File: src/rtl/nes_oam_dma.sv
// nes_oam_dma: CPU bus arbiter and OAM DMA engine for the NES.
// A CPU write to DMA_REG_ADDR halts the CPU and copies one 256-byte page to OAM_DATA_ADDR.
module nes_oam_dma #(
    parameter logic [15:0] DMA_REG_ADDR  = 16'h4014,
    parameter logic [15:0] OAM_DATA_ADDR = 16'h2004
) (
    input  logic        CLK,
    input  logic        RST_N,
    input  logic [15:0] CPU_ADDR,
    input  logic        CPU_R_WN,
    input  logic [7:0]  CPU_ODATA,
    output logic [7:0]  CPU_IDATA,
    output logic        CPU_RDY,
    output logic [15:0] BUS_ADDR,
    output logic        BUS_R_WN,
    output logic [7:0]  BUS_ODATA,
    input  logic [7:0]  BUS_IDATA,
    output logic        DMA_ACTIVE
);

    typedef enum logic [2:0] {
        IDLE  = 3'd0,
        HALT  = 3'd1,
        ALIGN = 3'd2,
        READ  = 3'd3,
        WRITE = 3'd4
    } state_e;

    state_e     state_q, state_d;
    logic [7:0] page_q, page_d;
    logic [7:0] idx_q, idx_d;
    logic [7:0] buf_q, buf_d;
    logic       par_q, par_d;
    logic       trigger_s;

    assign trigger_s = (CPU_ADDR == DMA_REG_ADDR) && (CPU_R_WN == 1'b0);

    // Next-state and datapath update; par is free-running so every READ lands on par==0.
    always_comb begin
        state_d = state_q;
        page_d  = page_q;
        idx_d   = idx_q;
        buf_d   = buf_q;
        par_d   = ~par_q;
        case (state_q)
            IDLE: begin
                if (trigger_s) begin
                    page_d  = CPU_ODATA;
                    idx_d   = 8'h00;
                    state_d = HALT;
                end else begin
                    state_d = IDLE;
                end
            end
            HALT: begin
                if (par_q) begin
                    state_d = READ;
                end else begin
                    state_d = ALIGN;
                end
            end
            ALIGN: begin
                state_d = READ;
            end
            READ: begin
                buf_d   = BUS_IDATA;
                state_d = WRITE;
            end
            WRITE: begin
                if (idx_q == 8'hFF) begin
                    state_d = IDLE;
                end else begin
                    idx_d   = idx_q + 8'h01;
                    state_d = READ;
                end
            end
            default: begin
                state_d = IDLE;
            end
        endcase
    end

    // State and datapath registers with asynchronous reset.
    always_ff @(posedge CLK or negedge RST_N) begin
        if (!RST_N) begin
            state_q <= IDLE;
            page_q  <= 8'h00;
            idx_q   <= 8'h00;
            buf_q   <= 8'h00;
            par_q   <= 1'b0;
        end else begin
            state_q <= state_d;
            page_q  <= page_d;
            idx_q   <= idx_d;
            buf_q   <= buf_d;
            par_q   <= par_d;
        end
    end

    // Bus ownership mux: CPU passthrough in IDLE, DMA drive otherwise.
    always_comb begin
        BUS_ADDR  = CPU_ADDR;
        BUS_R_WN  = 1'b1;
        BUS_ODATA = buf_q;
        case (state_q)
            IDLE: begin
                BUS_ADDR  = CPU_ADDR;
                BUS_R_WN  = CPU_R_WN;
                BUS_ODATA = CPU_ODATA;
            end
            HALT, ALIGN: begin
                BUS_ADDR = CPU_ADDR;
                BUS_R_WN = 1'b1;
            end
            READ: begin
                BUS_ADDR = {page_q, idx_q};
                BUS_R_WN = 1'b1;
            end
            WRITE: begin
                BUS_ADDR = OAM_DATA_ADDR;
                BUS_R_WN = 1'b0;
            end
            default: begin
                BUS_ADDR = CPU_ADDR;
                BUS_R_WN = 1'b1;
            end
        endcase
    end

    assign CPU_RDY    = (state_q == IDLE);
    assign DMA_ACTIVE = ~CPU_RDY;
    assign CPU_IDATA  = BUS_IDATA;

endmodule

File: config.mk
export PLATFORM = sky130hd
export DESIGN_NAME = nes_oam_dma
export DESIGN_NICKNAME = d
export VERILOG_FILES = /design/src/rtl/nes_oam_dma.sv
export SDC_FILE = /design/constraint.sdc
export NUM_CORES = 1
export LEC_CHECK = 0
export CAP_MARGIN = 10
export CORE_MARGIN = 10
export CORE_UTILIZATION = 46
export CTS_CLUSTER_SIZE = 20
export DETAILED_ROUTE_END_ITERATION = 12
export PLACE_DENSITY = 0.86
export SYNTH_ARGS = -nofsm -noshare
export SYNTH_HDL_FRONTEND = slang
export SYNTH_SLANG_ARGS = --single-unit
File: constraint.sdc
create_clock -name CLK -period 5 [get_ports CLK]
set_clock_uncertainty 0.2 [all_clocks]
set_input_delay 1.25 -clock CLK [delete_from_list [all_inputs] [get_ports CLK]]
set_output_delay 1.25 -clock CLK [all_outputs]
set_load 0.005 [all_outputs]
==> results.yml <==
run_status:
  outcome: "finished clean"
worst_setup_path:
  slowest_stage: "dfrtp_1"
  reg2reg_slack_ns: 2.25
  end_kind: "output port"
  cp_num_buf_inv: 4
  reg2reg_from: "state_q[0]"
  r2r-end: "page_q[5]"
  cp_slowest_stage_delay_ns: 0.47
  cp.required_ns: 3.55
  crit_type: "flip-flop to output port"
  cp-start-kind: "flip-flop"
  cp_top_family: "buffers and inverters"
  arrival_ns: 2.52
  cp_max_fo: 14
  reg2reg_depth: 4
  path_cells: "nand3b_1 -> inv_1 -> buf_4 -> nor2_1 -> buf_4 -> a22o_1 -> clkdlybuf4s50_1"
  cpMostUsedCell: "buf_4"
clocking:
  cts_buffer_depth: 2
  cts_tree: "done"
  cts_root_buf: "clkbuf_4"
  clk_pin_slew_ns: 0.14
  postCtsSetupBuffers: 0
  cts_htree_levels: 1
  cts_made_buffers: 3
  clkLatencyLatePin_ns: 0.34
  cts_num_sinks: 28
  cts_resized: 0
  hold_buffers: 0
cells_and_area:
  final_nets: 270
  antenna_cells: 0
  layout-drive-gt1-share_pct: 12.0
  syn_to_final_growth_pct: 43.9
detailed_routing:
  drtAntennaViolNets: 0
  drtPass1Iterations: 4
  wl_met3_um: 578
  drtIter0Drc: 66
  routed_wl_um: 4950
  met1Wirelength_um: 2150
  vias: 1542
  dr.max_layer_used: "met4"
  route.detailed.vias_per_inst: 5.53
  post_drt_wl_per_cell_um: 17.7
  drt_drc_violations_left: 0
  wl_met2_um: 2190
logic_synthesis:
  syn_area_um2: 1660
  async_reset_ff_share_pct: 100
  avgSynthCellArea_um2: 9.62
  synth_area_leaders: "dfrtp_1 42%, mux2_2 8.2%, nand2_1 7.7%"
  synth_cell_type_count: 43
  synth_ff_type: "dfrtp_1"
  syn_inst: 172
  synth_nets: 208
  synth_area_leader_cell: "dfrtp_1"
  yosysWarnings: 0
  synth_edf_count: 0
  synth_top_area_share_pct: 42.3
  synth-seq-area-share_pct: 42.3
  ys_ff_latch: 28
timing:
  layout_worst_path_cycle_share_pct: 79.3
  worst_slew_pin_slew_ns: 0.965
  hold_violations: 0
  fin_tns_setup_ns: 0
  timing.hold.ws_ns: 0.228
  rsz0062_at_grt: "no"
  final-setup-viol-count: 0
  slew_headroom_pct: 35.3
  max_freq_mhz: 252
  min_period_ns: 3.97
  drv_slew: 0
grt:
  grt_start_max_net_pins: 29
  grt_pass1_vias: 1621
  grt_first_pass_wirelength_um: 8180
  track_usage_pct: 15.7
  grt_overflow: 0
  antenna_found_initial: 0
hold_path:
  hold_class: "flip-flop to flip-flop"
  hold_path_depth: 1
  min_to: "par_q"
  hold_start: "par_q"
job:
  cap_viol_max_count: 0
place:
  dp.final_hpwl_um: 3880
  place_congestion: 0.820
  port_buffers: 69
floorplanning:
  core-area_um2: 3420
  floorplan.initialDensity_pct: 48.5
  die_area_um2: 6400
  fp.dieH_um: 80.0
  num_rows: 21
  io_pins: 70
  fp.dieW_um: 80.0
power_and_ir_drop:
  p_leak_uw: 0.00108
  peakVddDrop_mv: 0.251
  power-per-cell-area_nw_per_um2: 485
==> layout by cell type, fill, tap and decap left out, types with 2 or more instances in the layout <==
cell and n:
buf_4 4, inv_1 6, clkbuf_4 3, or2_2 2
o22ai_1 3, nor2_1 5, o22a_1 2, mux2_2 12
nor3b_1 2, o21ai_0 8, nand3_1 6, a22o_1 13
o311ai_0 3, clkdlybuf4s50_1 69, a21o_1 2, nand4_1 3
dfrtp_1 28, nand2_1 34, nor4_1 2, mux2_1 4
==> how the worst max path moves through the flow <==
stage | start | endpoint | slack, ns | cells after the start
floorplan | CPU_ODATA[0] | BUS_ODATA[0] | 2.05 | 1
global placement | CPU_R_WN | BUS_R_WN | 1.11 | 4
detailed placement | CPU_R_WN | BUS_R_WN | 1.10 | 4
CTS | state_q[2] | BUS_ADDR[12] | 1.03 | 7
global route | state_q[2] | BUS_ADDR[12] | 0.87 | 7
finish | state_q[2] | BUS_ADDR[12] | 1.03 | 7
==> cell usage after synthesis (2+ instances only) <==
library cell / count
nand4_1: 3
o22ai_1: 3
or2_2: 2
mux2_1: 4
a22o_1: 13
nand2_1: 34
nor3b_1: 2
o21ai_0: 8
nor2_1: 5
nand3_1: 6
mux2_2: 12
o22a_1: 2
dfrtp_1: 28
clkbuf_1: 2
a21o_1: 2
inv_1: 6
nor4_1: 2
buf_2: 4
o311ai_0: 3
buf_4: 8
==> flip-flops by register name, indices dropped and copies added, names as in the netlist <==
| register | count |
|---|---|
| buf_q | 8 |
| idx_q | 8 |
| page_q | 8 |
| state_q | 3 |
| par_q | 1 |
==> metrics by stage <==
step / std cells / total power (µW) / instance area (µm²) / worst slack [ns] / util, %
2_1_floorplan: 172 / 686 / 1660 / 2.05 / -
3_3_place_gp: 275 / 999 / 2330 / 1.11 / 68.2
3_5_place_dp: 275 / 1010 / 2330 / 1.10 / 68.2
4_1_cts: 279 / 1160 / 2380 / 1.03 / 69.7
5_1_grt: 279 / 1240 / 2380 / 0.869 / 69.7
6_report: 279 / 1160 / 2380 / 1.03 / 69.7
==> worst reg2reg max path: stages (launching register included) <==
cell and delay [ns]:
dfrtp_1 0.48, nor3_2 0.82, nand4_1 0.34, nor2_4 0.44
mux2_1 0.37
==> logic make-up after synthesis <==
| kind of cell | share of synthesized area, % |
|---|---|
| muxes | 10.9 |
| buffers and inverters | 7.63 |
| adders and majority gates | 0.756 |
| DFF | 42.3 |
| xor gates and xnor gates | 1.06 |
| AOI/OAI and AO/OA | 16.8 |
| and+or+nand+nor | 20.6 |
==> per-layer routing <==
layer | global-route usage [%] | vias up
li1 | - | 739
met1 | 20.3 | 726
met2 | 23.7 | 73
met3 | 7.32 | 4
met4 | 2.64 | 0
met5 | 0 | -
==> layout make-up <==
type	instances	area, µm²
fill	273	1030
clock buffer	3	22.5
tap	46	57.6
timing repair buffer	73	721
inverter	6	22.5
sequential	28	701
multi-input combinational	122	828
clock inverter	1	30.0
==> power breakdown <==
part / total (µW) / internal [µW] / leakage (µW) / switching, µW
logic: 659 / 374 / 0.000722 / 284
clock network: 150 / 81.1 / 0.0000279 / 68.8
registers: 348 / 284 / 0.000330 / 64.1
(Power assumes the default switching activity.)
